===== src/rtl/ex_mem_buf.sv =====
// ex_mem_buf: EX/MEM pipeline stage built as a 2-entry elastic (skid) buffer.
//
// EX hands instructions in with a valid/ready handshake. MEM takes them out
// with a second valid/ready handshake. The head entry (H) is always the older
// entry. The skid entry (S) holds the younger entry while MEM is back-pressuring.
// Both entries are exposed as forwarding taps, so ID/EX can bypass results
// that are still sitting in the buffer.
//
// Ports:
//   clk, rst           clock, asynchronous active-high reset
//   rdy                global run enable; low freezes all state
//   flush              synchronous clear of both entries (overrides rdy)
//   in_valid/in_ready  EX-side handshake
//   ex_* / *_i         incoming instruction fields
//   out_valid/out_ready MEM-side handshake
//   mem_* / *_o        head-entry fields, driven straight from flops
//   count              occupancy, 0..2
//   fwd0_* / fwd1_*    head / skid forwarding taps (combinational decode)
module ex_mem_buf #(
  parameter int DATA_W     = 32,
  parameter int REG_ADDR_W = 5,
  parameter int LEN_W      = 3
) (
  input  logic                  clk,
  input  logic                  rst,
  input  logic                  rdy,
  input  logic                  flush,
  input  logic                  in_valid,
  output logic                  in_ready,
  input  logic [REG_ADDR_W-1:0] ex_wd,
  input  logic                  ex_wreg,
  input  logic [DATA_W-1:0]     ex_wdata,
  input  logic                  load_i,
  input  logic                  store_i,
  input  logic [DATA_W-1:0]     mem_addr_i,
  input  logic [DATA_W-1:0]     mem_write_data_i,
  input  logic [LEN_W-1:0]      mem_length_i,
  input  logic                  mem_signed_i,
  output logic                  out_valid,
  input  logic                  out_ready,
  output logic [REG_ADDR_W-1:0] mem_wd,
  output logic                  mem_wreg,
  output logic [DATA_W-1:0]     mem_wdata,
  output logic                  load_o,
  output logic                  store_o,
  output logic [DATA_W-1:0]     mem_addr_o,
  output logic [DATA_W-1:0]     mem_write_data_o,
  output logic [LEN_W-1:0]      mem_length_o,
  output logic                  mem_signed_o,
  output logic [1:0]            count,
  output logic                  fwd0_valid,
  output logic [REG_ADDR_W-1:0] fwd0_wd,
  output logic [DATA_W-1:0]     fwd0_data,
  output logic                  fwd0_load,
  output logic                  fwd1_valid,
  output logic [REG_ADDR_W-1:0] fwd1_wd,
  output logic [DATA_W-1:0]     fwd1_data,
  output logic                  fwd1_load
);

  typedef struct packed {
    logic                  valid;
    logic [REG_ADDR_W-1:0] wd;
    logic                  wreg;
    logic [DATA_W-1:0]     wdata;
    logic                  load;
    logic                  store;
    logic [DATA_W-1:0]     addr;
    logic [DATA_W-1:0]     wr_data;
    logic [LEN_W-1:0]      len;
    logic                  sgn;
  } entry_t;

  entry_t h_q;
  entry_t s_q;
  entry_t in_e;
  logic   acc;
  logic   deq;

  assign in_ready = rdy && (count < 2'd2);
  assign acc      = in_valid && in_ready;
  assign deq      = h_q.valid && out_ready && rdy;

  always_comb begin
    in_e         = '0;
    in_e.valid   = 1'b1;
    in_e.wd      = ex_wd;
    in_e.wreg    = ex_wreg;
    in_e.wdata   = ex_wdata;
    in_e.load    = load_i;
    in_e.store   = store_i;
    in_e.addr    = mem_addr_i;
    in_e.wr_data = mem_write_data_i;
    in_e.len     = mem_length_i;
    in_e.sgn     = mem_signed_i;
  end

  // Emptied entries are zeroed so a bubble never presents a write or memory op.
  always_ff @(posedge clk or posedge rst) begin
    if (rst) begin
      h_q   <= '0;
      s_q   <= '0;
      count <= '0;
    end else if (flush) begin
      h_q   <= '0;
      s_q   <= '0;
      count <= '0;
    end else if (rdy) begin
      case (count)
        2'd0: begin
          if (acc) begin
            h_q   <= in_e;
            count <= 2'd1;
          end
        end
        2'd1: begin
          if (acc && deq) begin
            h_q <= in_e;
          end else if (acc) begin
            s_q   <= in_e;
            count <= 2'd2;
          end else if (deq) begin
            h_q   <= '0;
            count <= 2'd0;
          end
        end
        2'd2: begin
          if (deq) begin
            h_q   <= s_q;
            s_q   <= '0;
            count <= 2'd1;
          end
        end
        default: begin
          h_q   <= '0;
          s_q   <= '0;
          count <= '0;
        end
      endcase
    end
  end

  assign out_valid        = h_q.valid;
  assign mem_wd           = h_q.wd;
  assign mem_wreg         = h_q.wreg;
  assign mem_wdata        = h_q.wdata;
  assign load_o           = h_q.load;
  assign store_o          = h_q.store;
  assign mem_addr_o       = h_q.addr;
  assign mem_write_data_o = h_q.wr_data;
  assign mem_length_o     = h_q.len;
  assign mem_signed_o     = h_q.sgn;

  // fwd1 (skid) is the younger entry; the consumer gives it precedence on a match.
  assign fwd0_valid = h_q.valid && h_q.wreg && (h_q.wd != '0);
  assign fwd0_wd    = h_q.wd;
  assign fwd0_data  = h_q.wdata;
  assign fwd0_load  = h_q.valid && h_q.load;
  assign fwd1_valid = s_q.valid && s_q.wreg && (s_q.wd != '0);
  assign fwd1_wd    = s_q.wd;
  assign fwd1_data  = s_q.wdata;
  assign fwd1_load  = s_q.valid && s_q.load;

endmodule


===== config.mk =====
export PLATFORM = sky130hd
export DESIGN_NAME = ex_mem_buf
export DESIGN_NICKNAME = d
export VERILOG_FILES = /design/src/rtl/ex_mem_buf.sv
export SDC_FILE = /design/constraint.sdc
export NUM_CORES = 1
export LEC_CHECK = 0
export CAP_MARGIN = 40
export CORE_MARGIN = 4
export CORE_UTILIZATION = 35
export CTS_CLUSTER_DIAMETER = 60
export DETAILED_ROUTE_END_ITERATION = 8
export PLACE_DENSITY_LB_ADDON = 0.2
export REMOVE_ABC_BUFFERS = 1
export SETUP_SLACK_MARGIN = 0.15
export SLEW_MARGIN = 25
export SYNTH_ARGS = -nofsm -noshare
export SYNTH_HDL_FRONTEND = slang
export SYNTH_SLANG_ARGS = --single-unit

===== constraint.sdc =====
create_clock -name clk -period 8.26 [get_ports clk]
set_clock_uncertainty 0.1 [all_clocks]
set_input_delay 2.478 -clock clk [delete_from_list [all_inputs] [get_ports clk]]
set_output_delay 2.478 -clock clk [all_outputs]
set_load 0.03 [all_outputs]

==> After elaboration in Yosys (flattened, before gate mapping) <==
Index checks and enable logic that the tools add are counted.
{ "totals": {"reg_bits": 220, "in_bits": 114, "out_inout_bits": 190, "elab_cells": 70} }
{ "classes": {"eq_ne": 10, "n_lt_le_gt_ge": 1, "n_reduce_logical": 18, "muxes": 20} }
{ "ops": {"columns": ["op", "n"], "rows": [
  ["2-to-1 mux 109 bit", 10],
  ["case mux 109 bit (3 select lines)", 2],
  ["AND reduction 5 bit", 3],
  ["2-to-1 mux 2 bit", 7],
  ["inequality test 3 bit, second input constant", 4],
  ["inequality test 4 bit, second input constant", 3],
  ["logical AND 1 bit", 11],
  ["nonzero test 5 bit", 2],
  ["case mux 2 bit (3 select lines)", 1],
  ["== test 2 x 1 -> 1 bit, second input constant", 1],
  ["== test 2 bit, second input constant", 1],
  ["zero test 2 bit", 1],
  ["less-than comparator 2 bit, second input constant", 1],
  ["inequality test 2 bit, second input constant", 1],
  ["nonzero test 2 bit", 1]
]} }

==> Depth between registers and ports, before layout <==
Gate-level depths: netlist of run 1.
{ "depth": {"depth_word": 8, "ltp_mapped": 8, "ltp_nobuf": 4} }

==> Least setup slack after synthesis of run 1 <==
OpenSTA, ideal clock, no wires.
{ "synth_timing": {"path_type": "input to output", "startpoint": "input port rdy", "endpoint": "output port in_ready", "stages": 2, "required_ps": 5682, "path_buffers": 1, "t_arrival_ps": 3122, "path_slack_ps": 2560, "cell_sequence": "buf_2 -> nor2b_1"} }
{ "synth_between": {"elab_chain_len": 1} }
{ "synth_rtl": {"columns": ["item", "line", "source"], "rows": [
  ["start, declared", "26", "input logic rdy,"],
  ["logical AND 1 bit", "80", "assign in_ready = rdy && (count < 2'd2);"],
  ["end, declared", "29", "output logic in_ready,"]
]} }
No other way between the ends.

==> Worst setup path after layout of run 1 <==
Same ends and word-level chain as after synthesis.

==> flow_summary.html, run 1 <==
<table>
<tr><th>Metric</th><th>Value</th></tr>
<tr><th colspan="2">Worst setup path</th></tr>
<tr><td>Cells along the critical path</td><td>clkdlybuf4s50_1 &gt; nor2b_1 &gt; clkdlybuf4s50_1</td></tr>
<tr><td>Critical Path Start Type</td><td>input port</td></tr>
<tr><td>Maximum fanout encountered on the critical timing path</td><td>8</td></tr>
<tr><td>CP dominant cell by count</td><td>sky130_fd_sc_hd__clkdlybuf4s50_1</td></tr>
<tr><td>Capture point of the worst reg-to-reg path</td><td>mem_addr_o[10]$_DFFE_PP0P_</td></tr>
<tr><td>Reg-to-Reg Start</td><td>count[1]$_DFFE_PP0P_</td></tr>
<tr><td>Kind of critical path</td><td>input port to output port</td></tr>
<tr><td>Flop-to-flop setup slack</td><td>5.42 ns</td></tr>
<tr><td>Launching instance or port of the critical path</td><td>rdy</td></tr>
<tr><td>Critical path endpoint category</td><td>output port</td></tr>
<tr><td>Required time worst endpoint</td><td>5.68 ns</td></tr>
<tr><td>Critical path data arrival time</td><td>4.11 ns</td></tr>
<tr><td>Cell with the largest stage delay on the worst path</td><td>sky130_fd_sc_hd__clkdlybuf4s50_1</td></tr>
<tr><td>Worst Reg2Reg Path Length in Cells</td><td>5</td></tr>
<tr><td>Stage delay of the slowest cell on the critical path</td><td>0.70 ns</td></tr>
<tr><th colspan="2">Final layout</th></tr>
<tr><td>Fillcell total</td><td>2322</td></tr>
<tr><td>Commonest non-fill, non-tap cells in the layout</td><td>sky130_fd_sc_hd__clkdlybuf4s50_1, sky130_fd_sc_hd__dfrtp_1, sky130_fd_sc_hd__o2bb2ai_1</td></tr>
<tr><td>Final Non-Filler Cells</td><td>1278</td></tr>
<tr><td>Diodes inserted</td><td>0</td></tr>
<tr><td>Growth of design area from synthesis to finish</td><td>38.20%</td></tr>
<tr><td>Layout Nets</td><td>1039</td></tr>
<tr><td>Fraction of final layout cells with drive strength greater than 1</td><td>6.999%</td></tr>
<tr><td>Most common library cell in the layout ignoring fill and taps</td><td>sky130_fd_sc_hd__clkdlybuf4s50_1</td></tr>
<tr><th colspan="2">Clocking</th></tr>
<tr><td>Max H-tree Level</td><td>1</td></tr>
<tr><td>Insertion delay of the later-clocked pin in the worst-skew pair</td><td>0.51 ns</td></tr>
<tr><td>Clock sink total</td><td>220</td></tr>
<tr><td>Clock tree from TritonCTS</td><td>done</td></tr>
<tr><td>Clock buffers created by TritonCTS</td><td>26</td></tr>
<tr><td>Max Root-Sink Buffers</td><td>3</td></tr>
<tr><td>Number of buffers inserted by post-CTS setup repair</td><td>0</td></tr>
<tr><td>Quantity of gates resized following cts</td><td>0</td></tr>
<tr><td>Clock Root Buffer</td><td>sky130_fd_sc_hd__clkbuf_16</td></tr>
<tr><td>Reg clk slew, reported paths</td><td>0.06 ns</td></tr>
<tr><td>Hold-fix buffers at CTS</td><td>0</td></tr>
<tr><th colspan="2">Logic synthesis</th></tr>
<tr><td>Number of enable-type register cells in the synthesized netlist</td><td>0</td></tr>
<tr><td>Portion of the post-synthesis area used by sequential elements</td><td>58.65%</td></tr>
<tr><td>Distinct cells, synth</td><td>33</td></tr>
<tr><td>Most used DFF post-synth</td><td>sky130_fd_sc_hd__dfrtp_1</td></tr>
<tr><td>Async set-or-reset flop fraction in the synthesized netlist</td><td>100.0%</td></tr>
<tr><td>Mapped Avg Cell Area</td><td>12.91 µm²</td></tr>
<tr><td>Mapped Cells</td><td>727</td></tr>
<tr><td>Flops &amp; latches, synth</td><td>220</td></tr>
<tr><td>Syn. warnings</td><td>0</td></tr>
<tr><td>Cell Area, Synth</td><td>0.009387 mm²</td></tr>
<tr><th colspan="2">Floorplanning</th></tr>
<tr><td>Floorplan die width</td><td>171.8 µm</td></tr>
<tr><td>Area of the die</td><td>0.02950 mm²</td></tr>
<tr><td>Y dimension of the die</td><td>171.8 µm</td></tr>
<tr><td>Number of I/O pins</td><td>304</td></tr>
<tr><td>Initial Util</td><td>35.82%</td></tr>
<tr><td>Number of rows in the core area</td><td>59</td></tr>
<tr><td>Core area</td><td>0.02621 mm²</td></tr>
<tr><th colspan="2">Timing</th></tr>
<tr><td>Max-slew headroom</td><td>49.40%</td></tr>
<tr><td>Post-layout min period</td><td>6.688 ns</td></tr>
<tr><td>Max Clk Rate</td><td>149.5 MHz</td></tr>
<tr><td>Unrepaired setup endpoints after global routing</td><td>false</td></tr>
<tr><td>Slew at the pin closest to its max-slew limit</td><td>0.7591 ns</td></tr>
<tr><td>Setup violators final</td><td>0</td></tr>
<tr><td>Count of final hold-check violations</td><td>0</td></tr>
<tr><td>Share of the clock period used by the worst path</td><td>80.97%</td></tr>
<tr><td>Number of slew-limit violations in the final report</td><td>0</td></tr>
<tr><th colspan="2">Min path</th></tr>
<tr><td>End of the worst hold path</td><td>mem_write_data_o[0]$_DFFE_PP0P_</td></tr>
<tr><td>Worst Hold Launch</td><td>mem_write_data_o[0]$_DFFE_PP0P_</td></tr>
<tr><td>Hold/Removal Path Class</td><td>register to register</td></tr>
<tr><td>Depth of the worst hold-timing path</td><td>1</td></tr>
<tr><th colspan="2">Global route</th></tr>
<tr><td>Gr usage total</td><td>17.75%</td></tr>
<tr><td>Global route hottest layer</td><td>met1</td></tr>
<tr><td>Global-route wire length before repair</td><td>42650 µm</td></tr>
<tr><td>Pin count of the biggest net entering global routing</td><td>94</td></tr>
<tr><td>Initial antenna violation count</td><td>0</td></tr>
<tr><td>GRT Residual Overflow</td><td>0</td></tr>
<tr><td>Met2 capacity usage during global routing</td><td>26.20%</td></tr>
<tr><td>Fraction of met1 tracks used by global routing</td><td>26.30%</td></tr>
<tr><td>Met3 Track Usage GR</td><td>4.803%</td></tr>
<tr><td>Vias in the first global route</td><td>7186</td></tr>
<tr><th colspan="2">Drt</th></tr>
<tr><td>Via-per-instance ratio</td><td>5.543</td></tr>
<tr><td>Final ANT Viol Nets</td><td>0</td></tr>
<tr><td>Initial detailed-routing violation count</td><td>612</td></tr>
<tr><td>Avg WL per Cell</td><td>21.40 µm</td></tr>
<tr><td>Vias after detailed routing</td><td>7084</td></tr>
<tr><td>Detailed-routing iteration count for the pre-antenna-repair pass</td><td>5</td></tr>
<tr><td># DRC</td><td>0</td></tr>
<tr><td>Final wirelength</td><td>27350 µm</td></tr>
<tr><th colspan="2">Run status</th></tr>
<tr><td>Status</td><td>complete, no violations</td></tr>
<tr><th colspan="2">Pwr</th></tr>
<tr><td>Total power after layout</td><td>2.726 mW</td></tr>
<tr><td>Peak supply drop</td><td>135.9 µV</td></tr>
<tr><td>Total power divided by cell area</td><td>210.2 mW/mm²</td></tr>
<tr><td>Leakage</td><td>5.647 nW</td></tr>
<tr><th colspan="2">Placed design</th></tr>
<tr><td>Total instance count after detailed placement</td><td>1232</td></tr>
<tr><td>Quantity of I/O buffers inserted on ports</td><td>303</td></tr>
<tr><td>Sum of net half-perimeters after detailed placement</td><td>16620 µm</td></tr>
<tr><td>Global placer's final weighted congestion</td><td>0.7764</td></tr>
<tr><th colspan="2">Job</th></tr>
<tr><td>Number of maximum-capacitance violations</td><td>0</td></tr>
</table>
[per-stage QoR]
stage / setup WS (ns) / instance area (µm²) / setup TNS (ns) / hold slack (ns) / util [%]
2_1_floorplan: -0.3391 / 8442 / -74.59 / 0.3736 / -
6_report: 1.572 / 12970 / 0 / 0.3838 / 49.50
3_5_place_dp: 1.589 / 12110 / 0 / 0.3724 / 46.22
4_1_cts: 1.576 / 12970 / 0 / 0.3897 / 49.50
3_3_place_gp: 1.607 / 12060 / 0 / 0.3713 / 46.01
5_1_grt: 1.524 / 12970 / 0 / 0.4065 / 49.50
[flip-flops by register name, summed over array words and instances (netlist names)]
signal,flops
count,2
fwd0_data,32
fwd0_wd,5
fwd1_data,32
fwd1_wd,5
load_o,1
mem_addr_o,32
mem_length_o,3
mem_signed_o,1
mem_wreg,1
mem_write_data_o,32
out_valid,1
s_q,72
store_o,1
[per-layer routing]
metal,vias to the layer above,wire [µm]
li1,3162,-
met1,3608,12250
met4,0,507
met2,282,12230
met5,-,0
met3,32,2360
[worst max-delay path, delay by kind of cell]
| kind | cells | cell delay, ns |
|---|---|---|
| buffers and inverters | 2 | 1.39 |
| and+or+nand+nor | 1 | 0.23 |
[cell usage after synthesis (2+ instances only)]
cell,instances,share of area [%]
sky130_fd_sc_hd__a22o_1,108,10
sky130_fd_sc_hd__nand2_1,2,0.080
sky130_fd_sc_hd__buf_6,4,0.48
sky130_fd_sc_hd__dfrtp_1,220,59
sky130_fd_sc_hd__o2bb2ai_1,109,10
sky130_fd_sc_hd__a31oi_1,2,0.13
sky130_fd_sc_hd__nand4_1,2,0.13
sky130_fd_sc_hd__buf_4,80,6.4
sky130_fd_sc_hd__and2_1,2,0.13
sky130_fd_sc_hd__nor2b_1,2,0.13
sky130_fd_sc_hd__clkbuf_1,16,0.64
sky130_fd_sc_hd__a22oi_1,108,8.6
sky130_fd_sc_hd__a21o_1,2,0.16
sky130_fd_sc_hd__buf_2,46,2.5
sky130_fd_sc_hd__or3_1,2,0.13
sky130_fd_sc_hd__o311a_1,2,0.21
sky130_fd_sc_hd__a21oi_1,3,0.16
sky130_fd_sc_hd__nand3_1,2,0.11
[cell families after synthesis]
logic type,Yosys count,share of synthesized area (%)
compound gates,338,29.91
flops,220,58.65
buf+inv,150,10.14
simple gates,18,1.200
xor+xnor,1,0.09333
[power by group]
group	internal (mW)	switching, mW	total, mW
Sequential	1.12	0.0318	1.15
Clock	0.694	0.450	1.14
Combinational	0.179	0.252	0.431
Total	1.99	0.733	2.73
[worst max-delay path by stage]
| stage | end | depth (start not counted) | slack, ns |
|---|---|---|---|
| after global routing | in_ready | 3 | 1.52 |
| after floorplan | count[0]$_DFFE_PP0P_ | 1 | -0.34 |
| after detailed placement | in_ready | 3 | 1.59 |
| final | in_ready | 3 | 1.57 |
| after CTS | in_ready | 3 | 1.58 |
| after global placement | in_ready | 3 | 1.61 |
[cell type report]
type | count | area (µm²) | share of cell area, %
Timing Repair Buffer | 318 | 3198 | 24.65
Clock inverter | 11 | 115.1 | 0.8873
Tap cell | 335 | 419.2 | 3.231
Multi-Input combinational cell | 357 | 2974 | 22.93
Sequential cell | 220 | 5505 | 42.44
Clock buffer | 35 | 745.7 | 5.748
Inverter | 2 | 15.01 | 0.1157
Power figures use the tool's default switching activity.
==> run 2, diff against run 1 <==
- clock period: 8.26 -> 6.5 ns (I/O delays scaled with it)
==> run 2 against run 1 <==
Against the previous run: register-to-register slack worse by 1.2 ns; highest routed layer unchanged; worst hold slack hardly changed; sequential cell count stayed put; utilization is 0.076 points higher; die area stayed put; largest cell class unchanged; combinational power is 28% higher; sequential share of layout area is 0.066 points lower.
==> flow_summary.html, run 2 (synthesis results as in run 1) <==
<table>
<tr><th>Metric</th><th>Value</th></tr>
<tr><th colspan="2">Run status</th></tr>
<tr><td>Status</td><td>complete, no violations</td></tr>
<tr><th colspan="2">Worst setup path</th></tr>
<tr><td>Reg-to-Reg Start</td><td>out_valid$_DFFE_PP0P_</td></tr>
<tr><td>Kind of critical path</td><td>input port to output port</td></tr>
<tr><td>Flop-to-flop setup slack</td><td>4.26 ns</td></tr>
<tr><td>Critical path endpoint category</td><td>output port</td></tr>
<tr><td>Critical path data arrival time</td><td>3.60 ns</td></tr>
<tr><td>Required time worst endpoint</td><td>4.45 ns</td></tr>
<tr><td>Worst Reg2Reg Path Length in Cells</td><td>6</td></tr>
<tr><td>Critical Path Start Type</td><td>input port</td></tr>
<tr><td>Maximum fanout encountered on the critical timing path</td><td>8</td></tr>
<tr><td>Capture point of the worst reg-to-reg path</td><td>s_q[17]$_DFFE_PP0P_</td></tr>
<tr><th colspan="2">Drt</th></tr>
<tr><td>Wire length on met1</td><td>12720 µm</td></tr>
<tr><td>Avg WL per Cell</td><td>21.58 µm</td></tr>
<tr><td>Sum of met3 wire segment lengths after detailed routing</td><td>2121 µm</td></tr>
<tr><td>Routed length on met2</td><td>12270 µm</td></tr>
<tr><td>Final ANT Viol Nets</td><td>0</td></tr>
<tr><td>Final wirelength</td><td>27510 µm</td></tr>
<tr><td>Top sig layer</td><td>met4</td></tr>
<tr><td>Initial detailed-routing violation count</td><td>530</td></tr>
<tr><td># DRC</td><td>0</td></tr>
<tr><td>Detailed-routing iteration count for the pre-antenna-repair pass</td><td>5</td></tr>
<tr><td>Via-per-instance ratio</td><td>5.572</td></tr>
<tr><td>Vias after detailed routing</td><td>7104</td></tr>
<tr><th colspan="2">Timing</th></tr>
<tr><td>Number of slew-limit violations in the final report</td><td>0</td></tr>
<tr><td>Unrepaired setup endpoints after global routing</td><td>false</td></tr>
<tr><td>Max Clk Rate</td><td>176.9 MHz</td></tr>
<tr><td>Least setup slack across all paths after layout</td><td>0.8478 ns</td></tr>
<tr><td>Slew at the pin closest to its max-slew limit</td><td>0.7435 ns</td></tr>
<tr><td>Post-layout min period</td><td>5.652 ns</td></tr>
<tr><td>Max-slew headroom</td><td>50.43%</td></tr>
<tr><td>Setup violators final</td><td>0</td></tr>
<tr><td>Count of final hold-check violations</td><td>0</td></tr>
<tr><td>Share of the clock period used by the worst path</td><td>86.96%</td></tr>
<tr><th colspan="2">Clocking</th></tr>
<tr><td>Insertion delay of the later-clocked pin in the worst-skew pair</td><td>0.51 ns</td></tr>
<tr><td>Clock tree from TritonCTS</td><td>done</td></tr>
<tr><td>Clock sink total</td><td>220</td></tr>
<tr><td>Hold-fix buffers at CTS</td><td>0</td></tr>
<tr><td>Max H-tree Level</td><td>1</td></tr>
<tr><td>Number of buffers inserted by post-CTS setup repair</td><td>0</td></tr>
<tr><td>Clock Root Buffer</td><td>sky130_fd_sc_hd__clkbuf_16</td></tr>
<tr><td>Quantity of gates resized following cts</td><td>0</td></tr>
<tr><td>Reg clk slew, reported paths</td><td>0.06 ns</td></tr>
<tr><td>Clock buffers created by TritonCTS</td><td>26</td></tr>
<tr><td>Max Root-Sink Buffers</td><td>3</td></tr>
<tr><th colspan="2">Placed design</th></tr>
<tr><td>Global placer's final weighted congestion</td><td>0.7634</td></tr>
<tr><td>Setup slack after placement</td><td>0.8829 ns</td></tr>
<tr><td>Instance area at placement</td><td>0.01211 mm²</td></tr>
<tr><td>Quantity of I/O buffers inserted on ports</td><td>303</td></tr>
<tr><td>Sum of net half-perimeters after detailed placement</td><td>16020 µm</td></tr>
<tr><th colspan="2">Floorplanning</th></tr>
<tr><td>Number of I/O pins</td><td>304</td></tr>
<tr><td>Initial Util</td><td>35.82%</td></tr>
<tr><td>Number of rows in the core area</td><td>59</td></tr>
<tr><td>Floorplan die width</td><td>171.8 µm</td></tr>
<tr><td>Core area</td><td>0.02621 mm²</td></tr>
<tr><td>Y dimension of the die</td><td>171.8 µm</td></tr>
<tr><td>Area of the die</td><td>0.02950 mm²</td></tr>
<tr><th colspan="2">Min path</th></tr>
<tr><td>Hold/Removal Path Class</td><td>register to register</td></tr>
<tr><td>Worst Hold Launch</td><td>mem_write_data_o[20]$_DFFE_PP0P_</td></tr>
<tr><td>Depth of the worst hold-timing path</td><td>1</td></tr>
<tr><td>End of the worst hold path</td><td>mem_write_data_o[20]$_DFFE_PP0P_</td></tr>
<tr><th colspan="2">Final layout</th></tr>
<tr><td>Layout Nets</td><td>1037</td></tr>
<tr><td>Fraction of final layout cells with drive strength greater than 1</td><td>6.489%</td></tr>
<tr><td>Max reg flops</td><td>72</td></tr>
<tr><td>Most flop-heavy register</td><td>s_q</td></tr>
<tr><td>Most common library cell in the layout ignoring fill and taps</td><td>sky130_fd_sc_hd__clkdlybuf4s50_1</td></tr>
<tr><td>Growth of design area from synthesis to finish</td><td>38.42%</td></tr>
<tr><td>Layout Cell Area excl Fill</td><td>0.01299 mm²</td></tr>
<tr><td>Commonest non-fill, non-tap cells in the layout</td><td>sky130_fd_sc_hd__clkdlybuf4s50_1, sky130_fd_sc_hd__dfrtp_1, sky130_fd_sc_hd__o2bb2ai_1</td></tr>
<tr><td>Core Util, Final</td><td>49.58%</td></tr>
<tr><td>Diodes inserted</td><td>0</td></tr>
<tr><th colspan="2">Global route</th></tr>
<tr><td>GRT Residual Overflow</td><td>0</td></tr>
<tr><td>Gr usage total</td><td>17.92%</td></tr>
<tr><td>Global-route wire length before repair</td><td>43150 µm</td></tr>
<tr><td>Initial antenna violation count</td><td>0</td></tr>
<tr><td>Vias in the first global route</td><td>7192</td></tr>
<tr><td>Pin count of the biggest net entering global routing</td><td>110</td></tr>
<tr><th colspan="2">Pwr</th></tr>
<tr><td>Leakage</td><td>5.643 nW</td></tr>
<tr><td>Peak supply drop</td><td>132.6 µV</td></tr>
<tr><td>Total power divided by cell area</td><td>267.0 mW/mm²</td></tr>
<tr><th colspan="2">Job</th></tr>
<tr><td>Number of maximum-capacitance violations</td><td>0</td></tr>
</table>
[run 2: critical path, stage by stage]
cell and delay (ns):
sky130_fd_sc_hd__clkdlybuf4s50_1 0.70, sky130_fd_sc_hd__nor2b_1 0.25, sky130_fd_sc_hd__clkdlybuf4s50_1 0.70
[run 2: area by class of cell]
cell class              instances  area, µm²
inverters                       2      15.01
fillers                      2281      13210
well taps                     335      419.2
clock inverters                 7      91.34
repair buffers                316       3221
flip-flops and latches        220       5505
multi-input cells             357       2974
clock buffers                  38      767.0
[run 2: metal layers]
metal	GRT usage, %	vias to the layer above
li1	-	3168
met2	26.82	278
met5	0	-
met3	4.367	31
met1	26.76	3627
met4	3.452	0
[run 2: worst max path at each step]
stage / slack [ns] / start / depth (start not counted) / to
2_1_floorplan: -1.57 / rst / 1 / count[0]$_DFFE_PP0P_
3_3_place_gp: 0.89 / rdy / 3 / in_ready
3_5_place_dp: 0.88 / rdy / 3 / in_ready
4_1_cts: 0.87 / rdy / 3 / in_ready
5_1_grt: 0.82 / rdy / 3 / in_ready
6_report: 0.85 / rdy / 3 / in_ready
[run 2: per-stage QoR]
stage	TNS (ns)	cells	power, mW	hold WS (ns)
final	0	1275	3.470	0.3834
after global routing	0	1275	3.612	0.3937
after CTS	0	1274	3.518	0.3888
after detailed placement	0	1229	2.041	0.3725
after global placement	0	1228	2.037	0.3718
after floorplan	-499.13	579	1.757	0.3736
[run 2: report_power, final]
part / switching [mW] / internal, mW
Combinational: 0.320 / 0.230
Clock: 0.562 / 0.892
Sequential: 0.0408 / 1.42
